**src/rtl/regfile_dump.sv**
```systemverilog
// Walks a contiguous register-file range through one async read port and streams
// each word out on valid/ready. Optional XOR checksum enabled by REGDUMP_CHECKSUM_EN.
module regfile_dump #(
  parameter int ADDR_W = 5,
  parameter int DATA_W = 32
) (
  input  logic              clk,
  input  logic              rst_n,
  input  logic              start,
  input  logic [ADDR_W-1:0] first_reg,
  input  logic [ADDR_W-1:0] last_reg,
  input  logic              abort,
  output logic [ADDR_W-1:0] rf_read_reg,
  input  logic [DATA_W-1:0] rf_read_data,
  output logic              freeze_req,
  output logic              out_valid,
  input  logic              out_ready,
  output logic [DATA_W-1:0] out_data,
  output logic [ADDR_W-1:0] out_index,
  output logic              out_last,
  output logic              busy,
  output logic              done,
  output logic              range_err,
  output logic [DATA_W-1:0] checksum
);

  typedef enum logic [1:0] {IDLE, ISSUE, SEND, FIN} state_t;

  state_t            state_reg, state_next;
  logic [ADDR_W-1:0] ptr_reg, last_q_reg;
  logic              out_valid_reg, out_last_reg, range_err_reg;
  logic [DATA_W-1:0] out_data_reg;
  logic [ADDR_W-1:0] out_index_reg;

  logic in_idle, do_abort, start_req, start_ok, handshake;

  assign in_idle   = (state_reg == IDLE);
  assign do_abort  = abort && !in_idle;
  // Abort beats start even in IDLE, so a simultaneous pair never launches a dump.
  assign start_req = in_idle && start && !abort;
  assign start_ok  = start_req && (first_reg <= last_reg);
  assign handshake = out_valid_reg && out_ready;

  always_ff @(posedge clk or negedge rst_n) begin
    if (!rst_n) state_reg <= IDLE;
    else        state_reg <= state_next;
  end

  always_comb begin
    state_next = state_reg;
    case (state_reg)
      IDLE:    if (start_ok) state_next = ISSUE;
      ISSUE:   state_next = SEND;
      SEND:    if (handshake) state_next = out_last_reg ? FIN : ISSUE;
      FIN:     state_next = IDLE;
      default: state_next = IDLE;
    endcase
    if (do_abort) state_next = IDLE;
  end

  always_ff @(posedge clk or negedge rst_n) begin
    if (!rst_n) begin
      ptr_reg       <= '0;
      last_q_reg    <= '0;
      out_valid_reg <= 1'b0;
      out_data_reg  <= '0;
      out_index_reg <= '0;
      out_last_reg  <= 1'b0;
      range_err_reg <= 1'b0;
    end else begin
      range_err_reg <= 1'b0;
      if (do_abort) begin
        out_valid_reg <= 1'b0;
      end else begin
        case (state_reg)
          IDLE: begin
            if (start_ok) begin
              ptr_reg    <= first_reg;
              last_q_reg <= last_reg;
            end else if (start_req) begin
              range_err_reg <= 1'b1;
            end
          end
          ISSUE: begin
            out_data_reg  <= rf_read_data;
            out_index_reg <= ptr_reg;
            out_last_reg  <= (ptr_reg == last_q_reg);
            out_valid_reg <= 1'b1;
          end
          SEND: begin
            if (handshake) begin
              out_valid_reg <= 1'b0;
              // Stopping at the last word keeps ptr from wrapping past index 31.
              if (!out_last_reg) ptr_reg <= ptr_reg + 1'b1;
            end
          end
          default: ;
        endcase
      end
    end
  end

`ifdef REGDUMP_CHECKSUM_EN
  logic [DATA_W-1:0] acc_reg, checksum_reg;

  always_ff @(posedge clk or negedge rst_n) begin
    if (!rst_n) begin
      acc_reg      <= '0;
      checksum_reg <= '0;
    end else if (start_ok) begin
      acc_reg      <= '0;
      checksum_reg <= '0;
    end else if (state_reg == SEND && handshake && !do_abort) begin
      acc_reg <= acc_reg ^ out_data_reg;
      // Publish only the completed fold so consumers never see a partial sum.
      if (out_last_reg) checksum_reg <= acc_reg ^ out_data_reg;
    end
  end

  assign checksum = checksum_reg;
`else
  assign checksum = '0;
`endif

  assign rf_read_reg = ptr_reg;
  assign busy        = !in_idle;
  assign freeze_req  = !in_idle;
  assign done        = (state_reg == FIN);
  assign out_valid   = out_valid_reg;
  assign out_data    = out_data_reg;
  assign out_index   = out_index_reg;
  assign out_last    = out_last_reg;
  assign range_err   = range_err_reg;

endmodule

```
**config.mk**
```make
export PLATFORM = sky130hd
export DESIGN_NAME = regfile_dump
export DESIGN_NICKNAME = d
export VERILOG_FILES = /design/src/rtl/regfile_dump.sv
export SDC_FILE = /design/constraint.sdc
export NUM_CORES = 1
export LEC_CHECK = 0
export ABC_AREA = 1
export CORE_ASPECT_RATIO = 0.8
export CORE_MARGIN = 4
export CORE_UTILIZATION = 41
export DETAILED_ROUTE_END_ITERATION = 8
export GPL_TIMING_DRIVEN = 0
export PLACE_DENSITY = 0.81
export SYNTH_ARGS = -nofsm -noshare
export SYNTH_HDL_FRONTEND = slang
export SYNTH_SLANG_ARGS = --single-unit
```
**constraint.sdc**
```tcl
create_clock -name clk -period 1.9 [get_ports clk]
set_clock_uncertainty 0.15 [all_clocks]
set_input_delay 0.57 -clock clk [delete_from_list [all_inputs] [get_ports clk]]
set_output_delay 0.57 -clock clk [all_outputs]
set_load 0.05 [all_outputs]
```
## Yosys cells after proc, flatten, opt, wreduce, memory -nomap -nowiden

Cells that the tools add are included.

- Bits in registers: 52
- Input port bits: 47
- Output and inout bits: 80
- Logic and storage cells: 51

- Add/subtract/negate cells: 1
- Magnitude comparators: 1
- Equality and inequality tests: 9
- Multiplexer cells: 16
- Bitwise logic cells: 1
- Reduce and logical (&&, ||, !) cells: 15

Operators by type and width:

| cell | number |
|---|---|
| two-way mux 5 bit | 3 |
| one-hot mux 5 bit (2 select lines) | 1 |
| two-way mux 2 bit | 4 |
| one-hot mux 2 bit (4 select lines) | 1 |
| two-way mux 1 bit | 6 |
| AND reduction 2 bit | 3 |
| adder 5 x 1 -> 5 bit (second input constant) | 1 |
| == test 5 bit | 1 |
| less-or-equal comparator 5 bit | 1 |
| logical AND 1 bit | 5 |
| AND reduction 5 bit | 1 |
| == test 2 bit (second input constant) | 2 |
| inequality test 2 bit (second input constant) | 2 |
| inequality test 3 x 1 -> 1 bit (second input constant) | 1 |
| inequality test 3 bit (second input constant) | 1 |
| AND reduction 3 bit | 1 |
| nonzero test 3 bit | 1 |
| == test 2 x 1 -> 1 bit (second input constant) | 1 |
| zero test 1 bit | 2 |
| zero test 2 bit | 1 |
| inequality test 2 x 1 -> 1 bit (second input constant) | 1 |
| one-hot mux 1 bit (2 select lines) | 1 |
| nonzero test 2 bit | 1 |
| NOT 1 bit | 1 |

## Logic depth before layout (Yosys ltp)

Gate-level depths: netlist (run 1).

- Depth in word-level cells: 7
- Depth in mapped cells: 12
- Depth with buffers taken out: 12

## Worst setup path before layout (run 1)

OpenSTA, ideal clock, no wires.

- Path kind: input to register
- Start point: input last_reg[4]
- End point: register ptr_reg[3], in the netlist rf_read_reg[3]
- Setup time: 120 ps
- Arrival: 1580 ps
- Data required time: 1630 ps
- Setup slack: 50 ps
- Stages: 12
- Path buffers: 0
- Cells stage by stage: inv_1 -> ha_1 -> nand2_1 -> inv_1 -> nand2_1 -> nand3_2 -> nand2_2 -> nand2_4 -> nand2_4 -> nand2_2 -> nand2_1 -> nand2_1

- Longest elaborated chain between the ends: 4

Ends and longest elaborated chain:

| what | line | RTL |
|---|---|---|
| start, declared | 11 | `input logic [ADDR_W-1:0] last_reg,` |
| less-or-equal comparator 5 bit | 41 | `assign start_ok = start_req && (first_reg <= last_reg);` |
| logical AND 1 bit | 41 |  |
| inequality test 2 x 1 -> 1 bit (no source line) | - |  |
| AND reduction 5 bit (no source line) | - |  |
| end signal, assigned | 78 | `ptr_reg <= first_reg;` |
| end signal, assigned | 94 | `if (!out_last_reg) ptr_reg <= ptr_reg + 1'b1;` |
| end, declared | 30 | `logic [ADDR_W-1:0] ptr_reg, last_q_reg;` |

No other way between the ends.
A chain may end at the register's enable or synchronous reset.

## Worst setup path after layout (run 1)

- Start point: register state_reg[1]
- End point: output freeze_req

- Longest elaborated chain between the ends: 2

Ends and longest elaborated chain:

| what | line | RTL |
|---|---|---|
| start, declared | 29 | `state_t state_reg, state_next;` |
| start signal, assigned | 46 | `else state_reg <= state_next;` |
| zero test 2 bit | 37 | `assign in_idle = (state_reg == IDLE);` |
| zero test 1 bit | 127 | `assign freeze_req = !in_idle;` |
| end, declared | 15 | `output logic freeze_req,` |

No other way between the ends.

==> flow_summary.json, run 1 <==
{
  "numPortBuffers": 94,
  "clkSlewWorstSetupHoldPaths_ns": 0.09,
  "cts_tree": "built",
  "drv_cap": 0,
  "overflow": 0,
  "synth.area.top_cells": "dfrtp_1, nand2_1, buf_4",
  "worstRegToRegCells": 8,
  "cp_max_fo": 6,
  "r2r-start": "state_reg[1]",
  "period_minus_slack_ns": 1.904,
  "core.rowCount": 25,
  "pwr_density_cell_nw_per_um2": 1727,
  "slew_violations": 0,
  "ys.flop_type": "dfrtp_1",
  "h-tree-depth": 2,
  "synth-seq-cells": 52,
  "violations": "negative setup slack",
  "worst-slew-pin-transition_ns": 0.5034,
  "yosysUniqueCellTypes": 29,
  "yosys.area.top_type": "dfrtp_1",
  "start_util": 0.4355,
  "grt_pass1_wl_um": 10780,
  "largest_reg_flops": 32,
  "total_power_mw": 6.836,
  "crit_arrival_ns": 1.18,
  "r2r_slack_ns": 0.23,
  "first_global_vias": 2281,
  "route.antenna.remaining_nets": 0,
  "setup_ws_ns": -0.003704,
  "firstDrtPassIters": 4,
  "synth_edf_count": 0,
  "path_class": "reg2out",
  "power_leakage_nw": 2.177,
  "drive_above_1_share": 0.2932,
  "post_dp_cell_area_um2": 3816,
  "ios": 127,
  "yosysMostFrequentCell": "nand2_1",
  "fin_crit_sh": 1.002,
  "hold_slack_ns": 0.07652,
  "dpl.hpwl_um": 4864,
  "ctsLongestPathBuffers": 2,
  "yosysWarnings": 0,
  "synth_commonest_cells": "nand2_1, dfrtp_1, buf_4",
  "cp-start-kind": "flip-flop",
  "syn_avg_cell_area_um2": 8.470,
  "synth_cells": 312,
  "nets": 510,
  "diodes": 0,
  "dieArea_um2": 7802,
  "area_growth_pct": 49.81,
  "hold_viol": 0,
  "finalSetupViolations": 1,
  "ctsRootBufferMaster": "clkbuf_8",
  "cts.sinks": 52,
  "synth.cell_area_um2": 2643,
  "core_area_um2": 6068,
  "grt_max_degree": 33,
  "fmax_mhz": 525.3,
  "synthArstFlopShare": 1.000,
  "gp_congestion": 0.8334,
  "slew_headroom": 0.6644,
  "finalInstanceArea_um2": 3959,
  "vias": 2324,
  "hold_class": "in2async",
  "synth_top_cell_area_share": 0.4924,
  "holdBufCountCts": 0,
  "ys_seq_area_frac": 0.4924,
  "insertion_delay_ns": 0.29,
  "numCtsBuffers": 5,
  "worstPathRequired_ns": 1.18,
  "rsz0062_at_grt": "yes",
  "grt_use_total": 0.1696,
  "drc": 0,
  "post-place-ws_ns": -0.5796,
  "status": "finished with violations",
  "wirelength_um": 6593,
  "cp-end-kind": "output pin",
  "via_per_inst": 4.320,
  "antenna_found_initial": 0,
  "drtIter0Drc": 86,
  "vdd_drop_max_uv": 1437,
  "dieWidth_um": 97.76,
  "worstReg2RegEnd": "rf_read_reg[3]",
  "final_util": 0.6524,
  "routedWlPerCell_um": 12.25,
  "die_h_um": 79.81
}
-- power by group --
group	total [mW]	internal (mW)	switching (mW)
clock	0.865	0.518	0.347
sequential	1.94	1.61	0.335
combinational	4.03	1.16	2.87
-- worst max-delay path, cell delays in order (launching register included) --
cell	delay, ns
dfrtp_2	0.44
inv_2	0.09
nand2_4	0.08
buf_4	0.14
buf_6	0.14
-- layer usage --
layer,GRT usage,part of all wire,vias to the layer above
met2,0.2955,0.49,86
met4,0.03458,0.0067,0
met1,0.2108,0.43,1054
li1,-,-,1178
met5,0,0,-
met3,0.04978,0.072,6
-- cells by family (layout without fill, tap and decap cells) --
| group | count (synthesis) | count (layout) | synth area share |
|---|---|---|---|
| AO/OA/AOI/OAI | 16 | 16 | 0.03504 |
| other | 1 | 32 | 0.001419 |
| adder cells (fa/ha/maj) | 6 | 6 | 0.02841 |
| multiplexers | 1 | 1 | 0.004261 |
| buffers and inverters | 60 | 174 | 0.1454 |
| flip-flops | 52 | 52 | 0.4924 |
| XOR/XNOR | 7 | 7 | 0.02320 |
| AND/OR/NAND/NOR | 169 | 169 | 0.2699 |
-- cell usage in the layout (no fill, tap or decap), types with 5 or more instances in the layout --
| cell | netlist | final |
|---|---|---|
| buf_4 | 35 | 47 |
| inv_2 | 4 | 6 |
| o21ai_0 | 10 | 9 |
| nand3_1 | 8 | 8 |
| buf_6 | 3 | 5 |
| buf_2 | 3 | 7 |
| dlygate4sd2_1 | 0 | 8 |
| clkbuf_2 | 1 | 26 |
| inv_1 | 13 | 11 |
| nand2_1 | 143 | 141 |
| dfrtp_1 | 52 | 51 |
| clkdlybuf4s50_1 | 0 | 37 |
| clkdlybuf4s15_2 | 0 | 13 |
| xor2_1 | 5 | 5 |
| conb_1 | 1 | 32 |
| clkbuf_8 | 0 | 5 |
-- how the worst max path moves through the flow --
| stage | from | end | slack [ns] | depth (start not counted) |
|---|---|---|---|---|
| 2_1_floorplan | last_reg[4] | rf_read_reg[3] | 0.05 | 12 |
| 3_3_place_gp | rst_n | out_data[16] | -1.46 | 1 |
| 3_5_place_dp | last_reg[4] | rf_read_reg[3] | -0.58 | 13 |
| 4_1_cts | state_reg[0] | freeze_req | -0.03 | 4 |
| 5_1_grt | state_reg[1] | freeze_req | -0.05 | 4 |
| 6_report | state_reg[1] | freeze_req | -0.004 | 4 |
-- area by class of cell --
cell class	count	area [um2]
repair buffers	107	912.1
multi-input cells	231	1126
fillers	520	2110
inverters	17	63.81
clock buffers	5	68.82
plain buffers	43	324.1
flip-flops and latches	52	1303
well taps	81	101.3
clock inverters	2	60.06
-- metrics by stage --
stage	instances	TNS (ns)
6_report	538	-0.003704
5_1_grt	538	-0.05247
4_1_cts	535	-0.03033
3_5_place_dp	519	-14.11
3_3_place_gp	518	-89.12
2_1_floorplan	343	0
-- repair_timing --
| item | 4_1_cts | 5_1_grt |
|---|---|---|
| pin swaps | 11 | 1 |
| setup buffers | 9 | 3 |
| resized for setup | 144 | 36 |
| endpoints found under the setup margin | 60 | 48 |
No activity file was read; power rests on OpenSTA's default activity.
==> run 2: changes to the inputs <==
--- a/config.mk
+++ b/config.mk
@@ -5,13 +5,12 @@
 export SDC_FILE = /design/constraint.sdc
 export NUM_CORES = 1
 export LEC_CHECK = 0
-export ABC_AREA = 1
 export CORE_ASPECT_RATIO = 0.8
 export CORE_MARGIN = 4
-export CORE_UTILIZATION = 41
+export CORE_UTILIZATION = 40
 export DETAILED_ROUTE_END_ITERATION = 8
 export GPL_TIMING_DRIVEN = 0
-export PLACE_DENSITY = 0.81
+export PLACE_DENSITY = 0.8
 export SYNTH_ARGS = -nofsm -noshare
 export SYNTH_HDL_FRONTEND = slang
 export SYNTH_SLANG_ARGS = --single-unit
==> constraint.sdc (replaced) <==
create_clock -name clk -period 2 [get_ports clk]
set_clock_uncertainty 0.15 [all_clocks]
set_input_delay 0.6 -clock clk [delete_from_list [all_inputs] [get_ports clk]]
set_output_delay 0.6 -clock clk [all_outputs]
set_load 0.05 [all_outputs]
==> run 2 against run 1 <==
  * The run still ends with negative setup slack left
  * Register-to-register slack worse by 0.36 ns
  * Routed wire length up 2.0%
  * Highest routed layer unchanged
  * Core utilization up 2.2 points
  * Sequential power down 7%
  * Sequential share of layout area down 1.1 points
  * Synthesized area down 3.2%
  * Count of clock-buffer cells in the layout up 1
  * Non-clock buffer count up 1
  * Worst hold slack better by 0.060 ns
  * Final cell count down 18%
  * Power down 17%
  * Critical path type is now in2reg
==> flow_summary.json, run 2 <==
{
  "finalInstanceArea_um2": 4095,
  "vias": 2023,
  "worst-slew-pin-transition_ns": 0.5666,
  "ys.flop_type": "dfrtp_1",
  "ios": 127,
  "yosysUniqueCellTypes": 38,
  "synth.area.top_cells": "dfrtp_1, mux2_2, buf_4",
  "nets": 415,
  "drtIter0Drc": 60,
  "ys_seq_area_frac": 0.5086,
  "layout_common_cells": "dfrtp_1, buf_4, mux2_2, dlygate4sd2_1, clkdlybuf4s50_1",
  "post_dp_cell_area_um2": 3732,
  "insertion_delay_ns": 0.30,
  "vdd_drop_max_uv": 975.1,
  "power_switching_mw": 2.854,
  "overflow": 0,
  "numCtsBuffers": 5,
  "yosysWarnings": 0,
  "area_growth_pct": 60.05,
  "slew_violations": 0,
  "hold_class": "in2async",
  "first_global_vias": 2174,
  "fin_crit_sh": 1.078,
  "grt_use_total": 0.1768,
  "largest_reg_flops": 32,
  "final_common_cell": "dfrtp_1",
  "period_minus_slack_ns": 2.156,
  "cp-start-kind": "primary input",
  "ctsLongestPathBuffers": 2,
  "antenna_found_initial": 0,
  "r2r-start": "state_reg[1]",
  "finalSetupViolations": 12,
  "dpl.hpwl_um": 4651,
  "route.antenna.remaining_nets": 0,
  "switching_share": 0.5013,
  "synth_edf_count": 0,
  "wl_met3_um": 478,
  "numPortBuffers": 94,
  "cts_tree": "built",
  "synthArstFlopShare": 1.000,
  "hold_viol": 0,
  "final_cells": 443,
  "diodes": 0,
  "internal_power_mw": 2.839,
  "status": "finished with violations",
  "worstRegToRegCells": 5,
  "synth-seq-cells": 52,
  "cp-end-kind": "flip-flop",
  "dieWidth_um": 97.42,
  "r2r_slack_ns": -0.13,
  "drv_cap": 0,
  "violations": "negative setup slack",
  "wl_met1_um": 2868,
  "synth_cells": 211,
  "place_inst": 418,
  "cts.sinks": 52,
  "ctsRootBufferMaster": "clkbuf_8",
  "clkSlewWorstSetupHoldPaths_ns": 0.09,
  "yosysMostFrequentCell": "dfrtp_1",
  "yosys.area.top_type": "dfrtp_1",
  "grt_max_degree": 30,
  "comb_power_share": 0.585,
  "core.rowCount": 25,
  "holdBufCountCts": 0,
  "routedWlPerCell_um": 15.18,
  "pwr-share-seq": 0.316,
  "fmax_mhz": 463.9,
  "synth_top_cell_area_share": 0.5086,
  "synth_commonest_cells": "dfrtp_1, mux2_2, buf_4",
  "worstPathRequired_ns": 2.03,
  "pwr_density_cell_nw_per_um2": 1390,
  "slew_headroom": 0.6222,
  "synth.cell_area_um2": 2559,
  "drive_above_1_share": 0.4088,
  "gp_congestion": 0.8040,
  "top_layer_used": "met4",
  "die_h_um": 79.54,
  "cp_max_fo": 5,
  "via_per_inst": 4.567,
  "power_leakage_nw": 1.936,
  "firstDrtPassIters": 4,
  "grt_pass1_wl_um": 10980,
  "rsz0062_at_grt": "yes",
  "crit_arrival_ns": 2.18,
  "syn_avg_cell_area_um2": 12.13,
  "core_area_um2": 6068,
  "worstReg2RegEnd": "last_q_reg[0]",
  "path_class": "in2reg",
  "setup_ws_ns": -0.1558,
  "h-tree-depth": 2,
  "drc": 0,
  "start_util": 0.4216,
  "power_frac_clock": 0.099,
  "dieArea_um2": 7748,
  "wirelength_um": 6724,
  "met2_wirelength_um": 3332
}
-- run 2: changes by cell type after synthesis, sizes merged, moves of 3 or more --
cell / previous run / this run
nand2b: 0 / 3
o22ai: 0 / 4
mux2: 1 / 42
xnor2: 2 / 5
xor2: 5 / 0
a22oi: 0 / 3
o21ai: 12 / 6
nand2: 149 / 4
inv: 17 / 12
buf: 41 / 37
-- run 2: power by group through the flow --
| stage | sequential (mW) | combinational [mW] | clock, mW |
|---|---|---|---|
| floorplan | 3.26 | 0.833 | 0 |
| global placement | 1.82 | 3.39 | 0 |
| detailed placement | 1.83 | 3.43 | 0 |
| CTS | 1.80 | 3.29 | 0.587 |
| global route | 1.87 | 3.50 | 0.638 |
| finish | 1.80 | 3.33 | 0.561 |
-- run 2: metal layers --
layer,vias up,global-route usage
met5,-,0
met4,0,0.02628
met3,6,0.04891
met2,89,0.3085
met1,966,0.2256
li1,962,-
-- run 2: cell families after synthesis --
group / after synthesis / synth area share
compound gates: 22 / 0.06357
flops: 52 / 0.5086
other cells: 1 / 0.001466
xor+xnor: 5 / 0.01711
simple gates: 32 / 0.06895
buf+inv: 50 / 0.1222
mux: 43 / 0.1888
fa+ha+maj: 6 / 0.02934
-- run 2: layout make-up --
cell class | count | area, um2
Timing Repair Buffer | 113 | 1066
Sequential cell | 52 | 1303
Tap cell | 81 | 101.3
Clock inverter | 1 | 5.005
Buffer | 38 | 284.0
Fill cell | 483 | 1973
Inverter | 12 | 47.55
Multi-Input combinational cell | 140 | 1216
Clock buffer | 6 | 72.57
-- run 2: worst max path at each step --
stage	end	from	slack [ns]	depth (start not counted)
global placement	last_q_reg[1]	rst_n	-1.42	1
global route	last_q_reg[3]	state_reg[1]	-0.16	5
detailed placement	out_data[26]	abort	-0.92	5
floorplan	last_q_reg[0]	abort	-0.23	4
finish	last_q_reg[0]	abort	-0.16	6
CTS	rf_read_reg[1]	state_reg[0]	-0.18	8
-- run 2: worst max-delay path, stage by stage --
cell     delay [ns]
buf_2          0.13
or4b_4         0.55
or2_4          0.27
o22ai_4        0.17
buf_12         0.16
mux2_4         0.29
-- run 2: what timing repair did --
action,CTS,global route
resized for setup,124,35
setup endpoints to repair,97,30
pin swaps,12,10
setup buffers,16,2
cloned,1,0
-- run 2: per-stage QoR --
stage	setup WS (ns)	setup TNS, ns	hold WS [ns]	utilization	total power, mW
final	-0.1558	-1.416	0.1366	0.6748	5.692
after global routing	-0.1635	-1.685	0.1733	0.6748	6.008
after CTS	-0.1805	-1.707	0.1508	0.6689	5.680
after detailed placement	-0.9212	-34.16	0.3453	0.6151	5.263
after global placement	-1.424	-106.87	0.3382	0.6126	5.203
after floorplan	-0.2311	-1.846	0.1544	-	4.094
==> run 3: changes to the inputs <==
--- a/config.mk
+++ b/config.mk
@@ -11,6 +11,7 @@
 export DETAILED_ROUTE_END_ITERATION = 8
 export GPL_TIMING_DRIVEN = 0
 export PLACE_DENSITY = 0.8
+export SKIP_LAST_GASP = 1
 export SYNTH_ARGS = -nofsm -noshare
 export SYNTH_HDL_FRONTEND = slang
 export SYNTH_SLANG_ARGS = --single-unit
==> run 3 against run 2 <==
  * The run still ends with negative setup slack left
  * Critical path type unchanged
  * Sequential power about the same
  * Sequential cell count unchanged
  * Register-to-register slack hardly changed
  * Via count increased by 0.69%
  * Maximum frequency up 0.36%
  * Non-clock buffer count decreased by 1
  * Sequential share of layout area up 0.15 points
  * Clock power is essentially flat
  * Final area is 0.46% lower
  * Routed wire length fell by 0.12%
  * Count of clock-buffer cells in the layout stayed put
  * Largest power group unchanged
  * Core utilization fell by 0.31 points
==> flow_summary.json, run 3 (same netlist as run 2, synthesis figures left out) <==
{
  "fin_crit_sh": 1.074,
  "grt_pass1_wl_um": 10990,
  "start_util": 0.4216,
  "cts_tree": "built",
  "worstRegToRegCells": 5,
  "slew_violations": 0,
  "wirelength_um": 6716,
  "h-tree-depth": 2,
  "final_cells": 442,
  "largest_reg_flops": 32,
  "fmax_mhz": 465.5,
  "place_inst": 418,
  "core_area_um2": 6068,
  "vias": 2037,
  "diodes": 0,
  "post-place-ws_ns": -0.9212,
  "crit_arrival_ns": 2.18,
  "grt_max_degree": 30,
  "overflow": 0,
  "antenna_found_initial": 0,
  "cp-start-kind": "primary input",
  "insertion_delay_ns": 0.30,
  "final_common_cell": "dfrtp_1",
  "finalInstanceArea_um2": 4076,
  "core.rowCount": 25,
  "firstDrtPassIters": 5,
  "cpLargestDelayFamily": "simple AND/OR/NAND/NOR gates",
  "finalSetupViolations": 12,
  "violations": "negative setup slack",
  "dieWidth_um": 97.42,
  "via_per_inst": 4.609,
  "worstPathRequired_ns": 2.03,
  "dpl.hpwl_um": 4651,
  "ctsLongestPathBuffers": 2,
  "crit_buf_inv": 2,
  "ctsRootBufferMaster": "clkbuf_8",
  "rsz0062_at_grt": "yes",
  "power_leakage_nw": 1.930,
  "numCtsBuffers": 5,
  "vdd_drop_max_uv": 975.1,
  "first_global_vias": 2177,
  "gp_congestion": 0.8040,
  "die_h_um": 79.54,
  "cp-end-kind": "flip-flop",
  "drc": 0,
  "routedWlPerCell_um": 15.19,
  "drive_above_1_share": 0.4072,
  "cp_num_cells": 6,
  "hold_viol": 0,
  "clkSlewWorstSetupHoldPaths_ns": 0.09,
  "nets": 414,
  "path_class": "in2reg",
  "worst-slew-pin-transition_ns": 0.5680,
  "cts.sinks": 52,
  "status": "finished with violations",
  "layout_common_cells": "dfrtp_1, buf_4, mux2_2, dlygate4sd2_1, clkdlybuf4s50_1",
  "slew_headroom": 0.6214,
  "route.antenna.remaining_nets": 0,
  "crit_slowest_cell": "or4b_4",
  "setup_ws_ns": -0.1480,
  "holdBufCountCts": 0,
  "dieArea_um2": 7748,
  "grt_use_total": 0.1770,
  "pwr_density_cell_nw_per_um2": 1394,
  "cp_max_fo": 5,
  "crit_path_max_incr_delay_ns": 0.54,
  "n_fill_cell": 486,
  "numPortBuffers": 94,
  "area_growth_pct": 59.32,
  "hold_class": "in2async",
  "worstPathCellList": "buf_4 > or4b_4 > or2_4 > o22ai_4 > buf_12 > mux2_4",
  "ios": 127,
  "drtIter0Drc": 75,
  "period_minus_slack_ns": 2.148,
  "post_dp_cell_area_um2": 3732,
  "drv_cap": 0
}
## run 3: cell type report
type | count | area (um2) | area share
clock inverters | 1 | 5.005 | 0.001228
plain buffers | 38 | 280.3 | 0.06875
well taps | 81 | 101.3 | 0.02486
inverters | 12 | 47.55 | 0.01166
multi-input cells | 140 | 1214 | 0.2977
repair buffers | 112 | 1054 | 0.2584
clock buffers | 6 | 72.57 | 0.01780
flip-flops and latches | 52 | 1303 | 0.3195
## run 3: metal layers
layer,global-route usage,vias up,wire length (um)
met2,0.3085,101,3331
met1,0.2256,966,2843
met5,0,-,0
met4,0.02628,0,48
met3,0.04978,8,492
li1,-,962,-
## run 3: path summary, 6_finish.rpt
kind,slack [ns],to,start
min in group clk,0.34,state_reg[1],abort
worst max register to register,-0.13,last_q_reg[0],state_reg[1]
worst max-delay path,-0.15,last_q_reg[0],abort
max in group asynchronous,1.00,out_index[3],rst_n
worst min register to register,0.35,out_index[4],out_index[4]
worst min-delay path,0.14,out_data[18],rst_n
## run 3: timing repair
item                                    4_1_cts  5_1_grt
pin swaps                                    12       10
cloned                                        1        0
buffers inserted                             16        1
resized for setup                           121       36
endpoints found under the setup margin       97       31
## run 3: through the flow
step	util	total power [mW]	setup TNS, ns	hold WS, ns
after detailed placement	0.6151	5.263	-34.16	0.3453
after global routing	0.6718	5.995	-1.578	0.1733
final	0.6718	5.683	-1.324	0.1365
after CTS	0.6674	5.674	-2.132	0.1508
after global placement	0.6126	5.203	-106.87	0.3382
after floorplan	-	4.094	-1.846	0.1544
## run 3: report_power, final
part	switching, mW	total, mW	leakage [nW]	internal (mW)
Sequential	0.300	1.80	0.616	1.50
Clock	0.324	0.563	0.0410	0.239
Combinational	2.23	3.32	1.27	1.09
Total	2.85	5.68	1.93	2.83
